## src/rtl/pad_count_core.sv

```systemverilog
// ============================================================================
//  Module      : pad_count_core
//  Description : Free-running counter behind a bidirectional pad bus. The host
//                loads the counter through the pads while web is low and reads
//                back a frozen snapshot of it while oeb is low.
//  Revision    : 1.0 - initial release
// ============================================================================
`default_nettype none

module pad_count_core #(
  parameter int WIDTH       = 41,
  parameter int SYNC_STAGES = 2
) (
  input  logic             clk,
  input  logic             rst_n,
  input  logic             oeb,
  input  logic             web,
  input  logic [WIDTH-1:0] pad_in,
  output logic [WIDTH-1:0] pad_out,
  output logic [WIDTH-1:0] pad_oe,
  output logic [WIDTH-1:0] count,
  output logic             wrapped
);

  typedef enum logic [1:0] {
    ST_IDLE = 2'd0,
    ST_LOAD = 2'd1,
    ST_READ = 2'd2
  } state_t;

  // Synchronizer chains; element [SYNC_STAGES-1] is the settled value.
  logic [SYNC_STAGES-1:0] oeb_sync_q, oeb_sync_d;
  logic [SYNC_STAGES-1:0] web_sync_q, web_sync_d;
  logic [WIDTH-1:0]       pad_sync_q [SYNC_STAGES];
  logic [WIDTH-1:0]       pad_sync_d [SYNC_STAGES];

  logic             oeb_s;
  logic             web_s;
  logic [WIDTH-1:0] pad_in_s;

  state_t           state_q, state_d;
  logic [WIDTH-1:0] count_q, count_d;
  logic             wrapped_q, wrapped_d;
  logic [WIDTH-1:0] snap_q, snap_d;
  logic             pad_oe_q, pad_oe_d;
  logic [WIDTH-1:0] pad_out_q, pad_out_d;

  assign oeb_s    = oeb_sync_q[SYNC_STAGES-1];
  assign web_s    = web_sync_q[SYNC_STAGES-1];
  assign pad_in_s = pad_sync_q[SYNC_STAGES-1];

  // Shift each asynchronous input one stage further down its chain.
  always_comb begin
    oeb_sync_d    = oeb_sync_q;
    web_sync_d    = web_sync_q;
    pad_sync_d    = pad_sync_q;
    oeb_sync_d[0] = oeb;
    web_sync_d[0] = web;
    pad_sync_d[0] = pad_in;
    for (int i = 1; i < SYNC_STAGES; i++) begin
      oeb_sync_d[i] = oeb_sync_q[i-1];
      web_sync_d[i] = web_sync_q[i-1];
      pad_sync_d[i] = pad_sync_q[i-1];
    end
  end

  // Next-state logic: a low web forces LOAD from any state, ahead of oeb.
  always_comb begin
    state_d = ST_IDLE;
    if (!web_s) begin
      state_d = ST_LOAD;
    end else begin
      case (state_q)
        ST_IDLE: state_d = oeb_s ? ST_IDLE : ST_READ;
        ST_LOAD: state_d = ST_IDLE;
        ST_READ: state_d = oeb_s ? ST_IDLE : ST_READ;
        default: state_d = ST_IDLE;
      endcase
    end
  end

  // Counter, wrap flag, snapshot and registered pad drive.
  always_comb begin
    count_d   = count_q;
    wrapped_d = wrapped_q;
    snap_d    = snap_q;
    pad_oe_d  = 1'b0;
    pad_out_d = '0;

    // LOAD follows the pads; every other state counts.
    if (state_q == ST_LOAD) begin
      count_d = pad_in_s;
    end else begin
      count_d = count_q + WIDTH'(1);
      if (count_q == '1) begin
        wrapped_d = 1'b1;
      end
    end

    // Any edge that lands in LOAD starts a fresh wrap history.
    if (state_d == ST_LOAD) begin
      wrapped_d = 1'b0;
    end

    // Snapshot the pre-increment count on each READ entry.
    if ((state_q != ST_READ) && (state_d == ST_READ)) begin
      snap_d = count_q;
    end

    // Drive the pads only once READ has been held for a full cycle, and
    // release them on the very edge that leaves READ.
    if ((state_q == ST_READ) && (state_d == ST_READ)) begin
      pad_oe_d  = 1'b1;
      pad_out_d = snap_d;
    end
  end

  // State register with synchronous active-low reset overriding everything.
  always_ff @(posedge clk) begin
    if (!rst_n) begin
      oeb_sync_q <= '1;
      web_sync_q <= '1;
      for (int i = 0; i < SYNC_STAGES; i++) begin
        pad_sync_q[i] <= '0;
      end
      state_q   <= ST_IDLE;
      count_q   <= '0;
      wrapped_q <= 1'b0;
      snap_q    <= '0;
      pad_oe_q  <= 1'b0;
      pad_out_q <= '0;
    end else begin
      oeb_sync_q <= oeb_sync_d;
      web_sync_q <= web_sync_d;
      pad_sync_q <= pad_sync_d;
      state_q    <= state_d;
      count_q    <= count_d;
      wrapped_q  <= wrapped_d;
      snap_q     <= snap_d;
      pad_oe_q   <= pad_oe_d;
      pad_out_q  <= pad_out_d;
    end
  end

  assign count   = count_q;
  assign wrapped = wrapped_q;
  assign pad_oe  = {WIDTH{pad_oe_q}};
  assign pad_out = pad_out_q;

endmodule

`default_nettype wire
```

## config.mk

```make
export PLATFORM = sky130hd
export DESIGN_NAME = pad_count_core
export DESIGN_NICKNAME = d
export VERILOG_FILES = /design/src/rtl/pad_count_core.sv
export SDC_FILE = /design/constraint.sdc
export NUM_CORES = 1
export LEC_CHECK = 0
export CORE_MARGIN = 5
export CORE_UTILIZATION = 49
export CTS_CLUSTER_SIZE = 30
export DETAILED_ROUTE_END_ITERATION = 12
export PLACE_DENSITY = 0.78
export SLEW_MARGIN = 20
export SYNTH_ARGS = -nofsm -noshare
export SYNTH_HDL_FRONTEND = slang
export SYNTH_SLANG_ARGS = --single-unit
```

## constraint.sdc

```tcl
create_clock -name clk -period 2.4 [get_ports clk]
set_input_delay 0.6 -clock clk [delete_from_list [all_inputs] [get_ports clk]]
set_output_delay 0.6 -clock clk [all_outputs]
set_load 0.05 [all_outputs]
```

==> flow_metrics.py <==
metrics = {
    "run_status": {
        "status": "complete, no violations",
    },
    "drt": {
        "drt_iter0_markers": 346,
        "drc": 0,
        "met2WireLength_um": 6960,
        "drt_wl_total_um": 15700,
        "met3_length_um": 1170,
        "wire_per_inst_um": 14.4,
        "top_layer": "met4",
        "via_per_inst": 4.86,
        "num_vias": 5279,
        "drtAntennaViolNets": 0,
        "wl_met1_um": 7340,
        "firstDrtPassIters": 4,
    },
    "cts": {
        "postCtsHoldBufs": 0,
        "clk_path_buf_depth": 3,
        "clk_pin_slew_ns": 0.06,
        "cts_setup_buffers": 0,
        "cts_max_level": 1,
        "cts_root_buf": "clkbuf_16",
        "cts_buffers": 21,
        "numClockSinks": 213,
        "clk_latency_ns": 0.49,
        "cts_tree": "built",
    },
    "global_route": {
        "grt_pass1_wl_um": 24800,
        "antenna_found_initial": 0,
        "overflow": 0,
        "grt_max_degree": 107,
        "grt_pass1_vias": 4811,
        "grt_use_total_pct": 16.8,
    },
    "sta": {
        "fin_tns_setup_ns": 0,
        "min_period_ns": 2.36,
        "fin_skew_ns": 0.0178,
        "fin_crit_sh_pct": 98.5,
        "setup_viol": 0,
        "rsz0062_at_grt": "false",
        "slew_headroom_pct": 42.7,
        "hold_ws_ns": 0.377,
        "finalMaxSlewViolations": 0,
        "fmax_mhz": 423,
        "tightest_slew_ns": 0.859,
        "hold_violations": 0,
    },
    "synth": {
        "synthMuxAreaShare_pct": 0.136,
        "synth-compound-area-share_pct": 7.53,
        "yosys.area_share.simple_pct": 22.6,
        "synth_seq_cells": 213,
        "syn_inst": 762,
        "yosys_warnings": 0,
        "yosysSeqAreaShare_pct": 57.9,
        "synth_top_family_by_area": "simple AND/OR/NAND/NOR gates",
        "ys_types": 33,
        "syn_nets": 808,
        "synth.avg_cell_area_sq_um": 9.67,
        "syn-cell-area_sq_um": 7370,
        "synth_adder_area_share_pct": 0.170,
        "synth_xor_area_share_pct": 4.64,
    },
    "die": {
        "rows": 44,
        "core_sq_um": 14600,
        "initial_utilization_pct": 50.3,
        "die_h_um": 133,
        "dieArea_sq_um": 17600,
        "io_pins": 169,
        "die_w_um": 133,
    },
    "layout": {
        "syn_to_final_growth_pct": 36.4,
        "final_area_sq_um": 10000,
        "drive_above_1_share_pct": 11.6,
        "n_antenna_cell": 0,
        "layout_commonest_cell": "dfxtp_1",
        "final_nets": 936,
        "mostFrequentLayoutCells": "dfxtp_1 (213), nand2_1 (103), clkdlybuf4s50_1 (96)",
        "final_core_util_pct": 68.6,
    },
    "power_and_ir_drop": {
        "ir_drop_mv": 0.470,
        "leakage_nw": 4.13,
        "power_density_nw_per_um2": 718,
    },
    "worst_setup_path": {
        "slowest_delay_ns": 0.87,
        "crit_path_max_fanout": 5,
        "critPathCaptureType": "primary output",
        "worst_setup_path_start_kind": "flop",
        "rr_startpoint": "count[6]",
        "critPathSlowestCell": "clkdlybuf4s50_1",
        "worstSetupPathType": "reg2out",
        "reg2reg_to": "count[38]",
        "cp.required_ns": 1.80,
        "critPathBufInv": 1,
        "r2r_slack_ns": 0.11,
        "cp_top_family": "buffers and inverters",
        "crit_arrival_ns": 1.76,
        "ff2ff_path_depth": 5,
        "crit_chain": "clkdlybuf4s50_1",
    },
    "placement": {
        "hpwl_um": 11000,
        "place.gp.congestion": 0.907,
        "numPortBuffers": 168,
        "place_area_sq_um": 9380,
    },
    "hold_path": {
        "whs_endpoint": "oeb_sync_q[1]",
        "hold_class": "in2reg",
        "min_from": "rst_n",
        "hold_depth": 2,
    },
    "run": {
        "maxCapViolations": 0,
    },
}
## registers in the layout (all words and copies together), names as in the netlist, 2 cells and up
name and count:
count 41, oeb_sync_q 2, pad_in_s 41, pad_out 41, pad_sync_d 41, snap_q 41, state_q 2, web_sync_q 2
## layout make-up
cell class,count,area (sq um)
Clock inverter,6,61.3
Sequential cell,213,4260
Multi-Input combinational cell,456,2590
Clock buffer,30,599
Fill cell,1110,4600
Inverter,7,26.3
Tap cell,184,230
Timing Repair Buffer,191,2270
## cells by family (layout without fill, tap and decap cells)
family                     Yosys count  after routing
DFF                                213            213
AOI/OAI and AO/OA                  106            106
and+or+nand+nor                    309            309
adders and majority gates            1              1
xor gates and xnor gates            39             39
muxes                                1              1
buffers and inverters               93            234
## Yosys cell counts
cell      number  area (sq um)
dfxtp_1      213          4260
nand2_1      103           387
and2_1        84           526
a21oi_1       65           325
and3_1        47           294
clkbuf_1      42           158
buf_4         41           308
xnor2_1       30           263
o21ai_0       29           145
nor2_1        17          63.8
nor3_1        14          70.1
nand3_1       13          65.1
a211oi_1       9          67.6
xor2_1         9          78.8
and4_1         6          52.6
inv_1          6          22.5
nand2b_1       6          37.5
nand4_1        6          37.5
nor4_1         6          37.5
o21ai_1        2          10.0
or4_1          2          15.0
a31oi_1        1          6.26
buf_1          1          3.75
buf_6          1          11.3
buf_8          1          15.0
ha_1           1          12.5
inv_2          1          3.75
mux2i_1        1          10.0
nand4_2        1          12.5
nor4_4         1          21.3
nor4b_1        1          8.76
nor4b_4        1          23.8
or4b_2         1          10.0
## metrics by stage
step / total power, mW / std cells / worst slack, ns
6_report: 7.21 / 1087 / 0.0361
2_1_floorplan: 3.99 / 762 / 0.0574
5_1_grt: 7.47 / 1087 / 0.00503
3_3_place_gp: 4.18 / 1051 / 0.208
3_5_place_dp: 4.19 / 1051 / 0.110
4_1_cts: 7.28 / 1087 / 0.000607
## how the worst max path moves through the flow
stage                    from   endpoint  slack (ns)  cells after the start
floorplan           count[19]  count[37]        0.06                      7
CTS                  count[6]   count[6]      0.0006                      1
finish              count[14]  count[14]        0.04                      1
detailed placement   count[6]  count[38]        0.11                      5
global route         count[7]   count[7]       0.005                      2
global placement     count[6]  count[30]        0.21                      5
## routing by layer
| layer | vias to the layer above | GRT usage, % |
|---|---|---|
| met5 | - | 0 |
| li1 | 2732 | - |
| met1 | 2329 | 23.8 |
| met4 | 0 | 4.73 |
| met2 | 202 | 26.2 |
| met3 | 16 | 3.61 |
## what timing repair did
item / CTS / global route
setup endpoints to repair: 19 / 10
gates resized for setup: 19 / 10
endpoints found under the hold margin: 0 / 0
cloned: 0 / 0
## report_power, final
group / switching (mW) / leakage (nW) / internal, mW
clock: 1.27 / 0.324 / 1.84
combinational: 0.232 / 2.07 / 0.175
sequential: 0.0560 / 1.74 / 3.63
No activity file was read; power rests on OpenSTA's default activity.
